$ cat config.mk
export PLATFORM = sky130hd
export DESIGN_NAME = controller_flat
export DESIGN_NICKNAME = d
export VERILOG_FILES = /design/src/rtl/controller_if.sv /design/src/rtl/controller.sv /design/src/flat_wrapper.sv
export SDC_FILE = /design/constraint.sdc
export NUM_CORES = 1
export LEC_CHECK = 0
export CELL_PAD_IN_SITES_DETAIL_PLACEMENT = 1
export CELL_PAD_IN_SITES_GLOBAL_PLACEMENT = 1
export CORE_ASPECT_RATIO = 1.1
export CORE_UTILIZATION = 24
export CTS_BUF_LIST = sky130_fd_sc_hd__clkbuf_4 sky130_fd_sc_hd__clkbuf_8 sky130_fd_sc_hd__clkbuf_16
export CTS_CLUSTER_DIAMETER = 30
export CTS_CLUSTER_SIZE = 16
export DETAILED_ROUTE_END_ITERATION = 10
export PLACE_DENSITY = 0.95
export RECOVER_POWER = 25
export SYNTH_ARGS = -nofsm -noshare
export SYNTH_HDL_FRONTEND = slang
export SYNTH_SLANG_ARGS = --single-unit
export TNS_END_PERCENT = 5
$ cat constraint.sdc
create_clock -name clk -period 3.3 [get_ports clk]
set_clock_uncertainty 0.1 [all_clocks]
set_input_delay 0.66 -clock clk [delete_from_list [all_inputs] [get_ports clk]]
set_output_delay 0.66 -clock clk [all_outputs]
set_load 0.02 [all_outputs]
$ cat src/rtl/controller_if.sv
// Instruction, zero flag and control word shared by the controller and its datapath.
// The controller connects through the slave modport; the driver of IR/z uses master.
interface controller_if;
    logic [15:0] IR;
    logic        z;
    logic [48:0] OPs;

    modport master (output IR, output z, input OPs);
    modport slave  (input IR, input z, output OPs);
endinterface

$ cat src/rtl/controller.sv
// Moore FSM sequencing fetch/decode/execute and emitting a 49-bit control word per state.
// Define CONTROLLER_DEBUG_STATE_EN to expose the state code on OPs[48:43]; otherwise those bits are 0.
module controller (
    input  logic         clk,
    input  logic         rst,
    controller_if.slave  bus
);
    localparam logic [5:0] S_IDLE   = 6'd0;
    localparam logic [5:0] S_FETCH1 = 6'd1;
    localparam logic [5:0] S_FETCH2 = 6'd2;
    localparam logic [5:0] S_FETCH3 = 6'd3;
    localparam logic [5:0] S_DECODE = 6'd4;
    localparam logic [5:0] S_LDAC1  = 6'd5;
    localparam logic [5:0] S_LDAC2  = 6'd6;
    localparam logic [5:0] S_STAC1  = 6'd7;
    localparam logic [5:0] S_STAC2  = 6'd8;
    localparam logic [5:0] S_MVACR  = 6'd9;
    localparam logic [5:0] S_ADD    = 6'd10;
    localparam logic [5:0] S_SUB    = 6'd11;
    localparam logic [5:0] S_INC    = 6'd12;
    localparam logic [5:0] S_CLAC   = 6'd13;
    localparam logic [5:0] S_JUMP   = 6'd14;
    localparam logic [5:0] S_JNOT   = 6'd15;
    localparam logic [5:0] S_HALT   = 6'd63;

    localparam logic [4:0] BUS_PC  = 5'd1;
    localparam logic [4:0] BUS_DR  = 5'd2;
    localparam logic [4:0] BUS_AC  = 5'd3;
    localparam logic [4:0] BUS_R   = 5'd4;
    localparam logic [4:0] BUS_MEM = 5'd6;
    localparam logic [4:0] BUS_OPR = 5'd7;

    localparam int R_AR = 0;
    localparam int R_PC = 1;
    localparam int R_DR = 2;
    localparam int R_IR = 3;
    localparam int R_AC = 4;
    localparam int R_R  = 5;

    logic [5:0]  state_q, state_d;
    logic [3:0]  alu_op;
    logic [4:0]  bus_sel;
    logic [6:0]  ld, inc, clr;
    logic        mem_read, mem_write;
    logic [15:0] ld_f;
    logic [7:0]  inc_f, clr_f;
    logic [5:0]  state_f;
    logic        unused_operand;

    assign unused_operand = ^bus.IR[15:8];

    always_ff @(posedge clk or posedge rst) begin
        if (rst) state_q <= S_IDLE;
        else     state_q <= state_d;
    end

    // IR and z only influence the transition out of DECODE.
    always_comb begin
        state_d = S_IDLE;
        case (state_q)
            S_IDLE:   state_d = S_FETCH1;
            S_FETCH1: state_d = S_FETCH2;
            S_FETCH2: state_d = S_FETCH3;
            S_FETCH3: state_d = S_DECODE;
            S_DECODE: begin
                case (bus.IR[7:0])
                    8'd1:    state_d = S_LDAC1;
                    8'd2:    state_d = S_STAC1;
                    8'd3:    state_d = S_MVACR;
                    8'd4:    state_d = S_ADD;
                    8'd5:    state_d = S_SUB;
                    8'd6:    state_d = S_INC;
                    8'd7:    state_d = S_CLAC;
                    8'd8:    state_d = S_JUMP;
                    8'd9:    state_d = bus.z ? S_JUMP : S_JNOT;
                    8'd21:   state_d = S_HALT;
                    default: state_d = S_FETCH1;
                endcase
            end
            S_LDAC1:  state_d = S_LDAC2;
            S_STAC1:  state_d = S_STAC2;
            S_LDAC2, S_STAC2, S_MVACR, S_ADD, S_SUB,
            S_INC, S_CLAC, S_JUMP, S_JNOT: state_d = S_FETCH1;
            S_HALT:   state_d = S_HALT;
            default:  state_d = S_IDLE;
        endcase
    end

    always_comb begin
        alu_op    = 4'd0;
        bus_sel   = 5'd0;
        ld        = '0;
        inc       = '0;
        clr       = '0;
        mem_read  = 1'b0;
        mem_write = 1'b0;
        case (state_q)
            S_FETCH1: begin bus_sel = BUS_PC;  ld[R_AR] = 1'b1; end
            S_FETCH2: begin mem_read = 1'b1; bus_sel = BUS_MEM; ld[R_DR] = 1'b1; inc[R_PC] = 1'b1; end
            S_FETCH3: begin bus_sel = BUS_DR;  ld[R_IR] = 1'b1; end
            S_DECODE: begin bus_sel = BUS_OPR; ld[R_AR] = 1'b1; end
            S_LDAC1:  begin mem_read = 1'b1; bus_sel = BUS_MEM; ld[R_DR] = 1'b1; end
            S_LDAC2:  begin bus_sel = BUS_DR;  ld[R_AC] = 1'b1; end
            S_STAC1:  begin bus_sel = BUS_AC;  ld[R_DR] = 1'b1; end
            S_STAC2:  begin bus_sel = BUS_DR;  mem_write = 1'b1; end
            S_MVACR:  begin bus_sel = BUS_AC;  ld[R_R] = 1'b1; end
            S_ADD:    begin alu_op = 4'd1; bus_sel = BUS_R; ld[R_AC] = 1'b1; end
            S_SUB:    begin alu_op = 4'd2; bus_sel = BUS_R; ld[R_AC] = 1'b1; end
            S_INC:    inc[R_AC] = 1'b1;
            S_CLAC:   clr[R_AC] = 1'b1;
            S_JUMP:   begin bus_sel = BUS_OPR; ld[R_PC] = 1'b1; end
            default:  ;
        endcase
    end

    // Widen the 7-entry register masks into their fixed-width OPs fields.
    genvar gi;
    for (gi = 0; gi < 16; gi++) begin : g_ld
        if (gi < 7) begin : g_used
            assign ld_f[gi] = ld[gi];
        end else begin : g_pad
            assign ld_f[gi] = 1'b0;
        end
    end
    for (gi = 0; gi < 8; gi++) begin : g_inc_clr
        if (gi < 7) begin : g_used
            assign inc_f[gi] = inc[gi];
            assign clr_f[gi] = clr[gi];
        end else begin : g_pad
            assign inc_f[gi] = 1'b0;
            assign clr_f[gi] = 1'b0;
        end
    end

`ifdef CONTROLLER_DEBUG_STATE_EN
    assign state_f = state_q;
`else
    assign state_f = 6'd0;
`endif

    assign bus.OPs = {state_f, alu_op, bus_sel, ld_f, inc_f, clr_f, mem_read, mem_write};
endmodule

$ cat src/flat_wrapper.sv
// flat-port wrapper written by rule: the top's interface ports become plain ports
module controller_flat 
  (clk, rst, bus_IR, bus_z, bus_OPs);
  controller_if bus_i ();
  input  logic clk;
  input  logic rst;
  input wire logic [$bits(bus_i.IR)-1:0] bus_IR;
  input wire logic [$bits(bus_i.z)-1:0] bus_z;
  output wire logic [$bits(bus_i.OPs)-1:0] bus_OPs;
  assign bus_i.IR = bus_IR;
  assign bus_i.z = bus_z;
  assign bus_OPs = bus_i.OPs;
  controller u_core (.clk(clk), .rst(rst), .bus(bus_i));
endmodule
# Word-level counts from Yosys, hierarchy flattened
# Index checks and enable logic that the tools add are counted.
# op_classes
reduce_logical	10
mux	16
n_eq_ne	26
# ops
operator	count
6-bit one-hot mux with 10 select lines	1
6-bit by 4-bit == test with 1-bit output, second input constant	8
6-bit one-hot mux with 8 select lines	1
8-bit by 3-bit == test with 1-bit output, second input constant	4
6-bit by 3-bit == test with 1-bit output, second input constant	4
3-bit one-hot mux with 6 select lines	1
8-bit by 2-bit == test with 1-bit output, second input constant	2
8-bit by 4-bit == test with 1-bit output, second input constant	2
6-bit by 2-bit == test with 1-bit output, second input constant	2
1-bit two-way mux	12
10-bit OR reduction	1
2-bit OR reduction	5
3-bit OR reduction	3
8-bit by 1-bit == test with 1-bit output, second input constant	1
8-bit by 5-bit == test with 1-bit output, second input constant	1
6-bit by 1-bit == test with 1-bit output, second input constant	1
6-bit == test, second input constant	1
6-bit logical NOT	1
2-bit one-hot mux with 2 select lines	1
# totals
register_bits	6
inputBits	19
out_inout_bits	49

# Depth between registers and ports, before layout
# depth
ltp_word	3
ltp_mapped	5

# Least setup slack after synthesis
# No wires, ideal clock.
# synth_path
path_kind	register to output
startpoint	register u_core.state_q[3]
endpoint	output port bus_OPs[36]
required_ps	2540
stages_incl_launch_ff	5
t_arrival_ps	1426
path_buffers	1
setup_slack_ps	1114
cell_sequence	dfrtp_1 -> buf_2 -> nand2b_1 -> nor2b_1 -> a311oi_1
# synth_between
elab_chain_len	3
elab_cells_between_ends	18
cone_classes	eq/ne (12); mux (1); reduce/logical (5)
# synth_lines
item	line_no	rtl
from (decl)	controller.sv:40	logic [5:0] state_q, state_d;
from (signal assigned)	controller.sv:54	else state_q <= state_d;
6-bit by 2-bit == test with 1-bit output, or another cell as far along	controller.sv:97	case (state_q)
3-bit OR reduction (no source line) or 2-bit OR reduction (tied branches)	n/a	
3-bit one-hot mux with 6 select lines (*)	controller.sv:97	
to (decl)	flat_wrapper.sv:9	output wire logic [$bits(bus_i.OPs)-1:0] bus_OPs;
# Every way passes the cells marked *; elsewhere a longest branch is shown, timed or not.

# Worst setup path after layout
# layout_path
startpoint	register u_core.state_q[2]
endpoint	output port bus_OPs[36]
# Same word-level chain as after synthesis.

==> results by group <==
Status
  • Outcome: complete, no violations

Clock network
  • Root Buffer: clkbuf_8
  • H-tree levels: 1
  • CTS tree: yes
  • Post-cts sizing count: 0
  • Clk Latency, worst-skew pair: 0.22 ns
  • Hold Buf Count CTS: 0
  • CTS buffer count: 3
  • CTS Buffer Depth: 2
  • TritonCTS Sinks: 5
  • Clock-pin slew on the worst setup and hold paths: 0.03 ns
  • Setup Buffers After CTS: 0

Finish
  • Regs by FF count: u_core.state_q: 5 flops
  • Finished Core Util: 30.2%
  • Non-filler cells, final: 204
  • Fill cells: 484
  • Most frequent cells in the layout: conb_1 (33), clkdlybuf4s50_1 (24), nor3_1 (10), nor2_1 (10), a21oi_1 (10)
  • Most common cell after layout, fill and taps aside: conb_1
  • Reg with most FFs: u_core.state_q
  • Max reg flops: 5
  • Layout cells sized above 1: 5.19%
  • Area of the multi-input gates: 582 um2
  • Register area: 125 um2
  • Final net count: 174
  • Area growth, synth to finish: 19.8%
  • Antenna diode count: 0

Route
  • Via count: 885
  • WL final: 2200 um
  • Vias/cell: 4.34
  • DRC Markers: 0
  • ANT nets after route: 0
  • TritonRoute pass-1 iters: 4
  • Wire length per cell: 10.8 um
  • DRT iter0 DRCs: 26

Yosys
  • Adder-cell share of the synthesized area: 0%
  • Post-synth top area share: 28.5%
  • FF+latch count, synth: 5
  • Synth cell types: 31
  • Largest family of logic cells by synthesized area: buffers and inverters
  • XOR/XNOR share of the synthesized area: 3.80%
  • Simple-Gate Fraction of Synth Area: 27.3%
  • Avg Inst Size Synth: 6.78 um2
  • Synth area leaders: buf_4 (28%), dfrtp_1 (14%), a21oi_1 (5.4%)
  • EDFF count, synth: 0
  • Gate count of the mapped netlist: 136
  • Synth warn: 0
  • Sequential element share of the synthesized area: 13.6%
  • Synthesized area: 922 um2
  • Yosys top cell by area: buf_4
  • Multiplexer area fraction after synthesis: 0%
  • Area fraction in compound gates after synthesis: 18.6%
  • Async SR Flop Fraction: 100%
  • Predominant post-synthesis flop cell: dfrtp_1

STA
  • Final WS setup: 0.330 ns
  • Final setup vio count: 0
  • Final Cycle Share: 90.0%
  • RSZ-0062 raised after global routing: false
  • Headroom to the max-slew limit: 66.3%
  • F_max: 337 MHz
  • Slew @ Worst Pin: 0.506 ns
  • Min Clock Period, post-route: 2.97 ns
  • Slew Viols, Final: 0
  • Hold slack: 0.631 ns
  • Final hold vios: 0
  • TNS Setup: 0 ns

Floorplanning
  • IO Pins: 68
  • Initial core utilization: 25.2%
  • Die width: 61.1 um
  • Die H: 67.0 um
  • Rows: 23
  • Die area: 4090 um2
  • Core area: 3650 um2

Setup path
  • Worst setup SP type: register
  • Critical path depth: 4
  • Critical Path Source: u_core.state_q[2]
  • Critical Path Sink: bus_OPs[36]
  • Critical path buffer and inverter count: 1
  • Worst r2r dst: u_core.state_q[2]
  • Crit-path leading delay family: buffers and inverters
  • Crit path largest cell delay: 0.67 ns
  • CP endpoint kind: output pin
  • Crit Path Class: register to output pin
  • RR Startpoint: u_core.state_q[3]
  • Crit path cell chain: nand2b_1 -> nor2b_1 -> a311oi_1 -> clkdlybuf4s50_1
  • R2R setup slack: 1.59 ns
  • CP max stage cell: clkdlybuf4s50_1
  • WP data required: 2.54 ns
  • Worst Path Arrival: 2.21 ns
  • Crit-path max FO: 15
  • R2r worst-path depth: 3

Flow run
  • # Max-Cap Violations: 0

Worst hold path
  • HP Class: register to register

Global routing
  • Total GRT Usage: 11.7%
  • Initial antenna violation count: 0
  • Largest net degree at the start of global routing: 17
  • GR Util met3: 1.36%
  • Met1 usage: 11.8%
  • Vias in the first global route: 795
  • Total grt overflow: 0
  • GR peak layer: met2
  • First-pass GRT wire length: 3460 um
  • GR Layer Usage met2: 20.7%

Placed design
  • IO Port Bufs: 26
  • RePlAce Congestion: 0.771
  • DPL Wire Length: 1710 um
  • Dpl cells: 200
  • DP Worst Slack: 0.600 ns

Power and ir drop
  • P_leak: 0.466 nW
  • Max rail drop VDD: 173 uV
  • Cell Pwr Density: 738 nW/um2
## worst reg2reg max path: stages, from the launching register on
cell	delay, ns
dfrtp_1	0.49
or2_1	0.41
or3_4	0.42
o31ai_2	0.21
## cell families after synthesis
kind of cell | after synthesis
compound gates | 28
xor+xnor | 4
buf+inv | 50
flops | 5
other cells | 1
simple gates | 48
## synth_stat cells (2+ instances only)
master    instances
nor2b_1           4
nand3_1           2
xnor2_1           4
nor2_1           10
nand4_1           3
buf_2             6
inv_1             5
a21oi_1          10
nor3_1           10
a211oi_1          2
clkbuf_1          2
o21ai_0           9
and3b_1           2
nand2_1           8
a31oi_1           2
dfrtp_1           5
nand2b_1          4
buf_4            35
## layer usage
layer	vias up	part of all wire, %
met5	-	0
met4	0	4.1
met3	10	5.5
met2	43	50
met1	400	40
li1	432	-
## through the flow
stage | cell area [um2] | power (mW)
after CTS | 1100 | 0.825
after detailed placement | 1060 | 0.696
final | 1100 | 0.816
after global routing | 1100 | 0.887
after global placement | 1060 | 0.676
after floorplan | 1040 | 0.537
## layout make-up
| type | instances | area share [%] |
|---|---|---|
| inverter | 5 | 1.70 |
| clock buffer | 4 | 4.42 |
| sequential | 5 | 11.3 |
| tap | 50 | 5.66 |
| timing repair buffer | 27 | 24.2 |
| multi-input combinational | 113 | 52.7 |
## worst min path at each step
stage	startpoint	endpoint	slack (ns)	depth (start not counted)
after detailed placement	u_core.state_q[4]	u_core.state_q[4]	0.62	2
after CTS	rst	u_core.state_q[0]	0.55	2
after global placement	u_core.state_q[4]	u_core.state_q[4]	0.60	2
after floorplan	rst	u_core.state_q[0]	0.34	1
final	u_core.state_q[4]	u_core.state_q[4]	0.63	2
after global routing	u_core.state_q[4]	u_core.state_q[4]	0.68	2
## report_power, final
group          internal (mW)  switching (mW)  leakage [nW]
registers             0.0807          0.0706        0.0647
clock network         0.0911          0.0303        0.0262
logic                  0.237           0.306         0.375
Power figures use the tool's default switching activity.
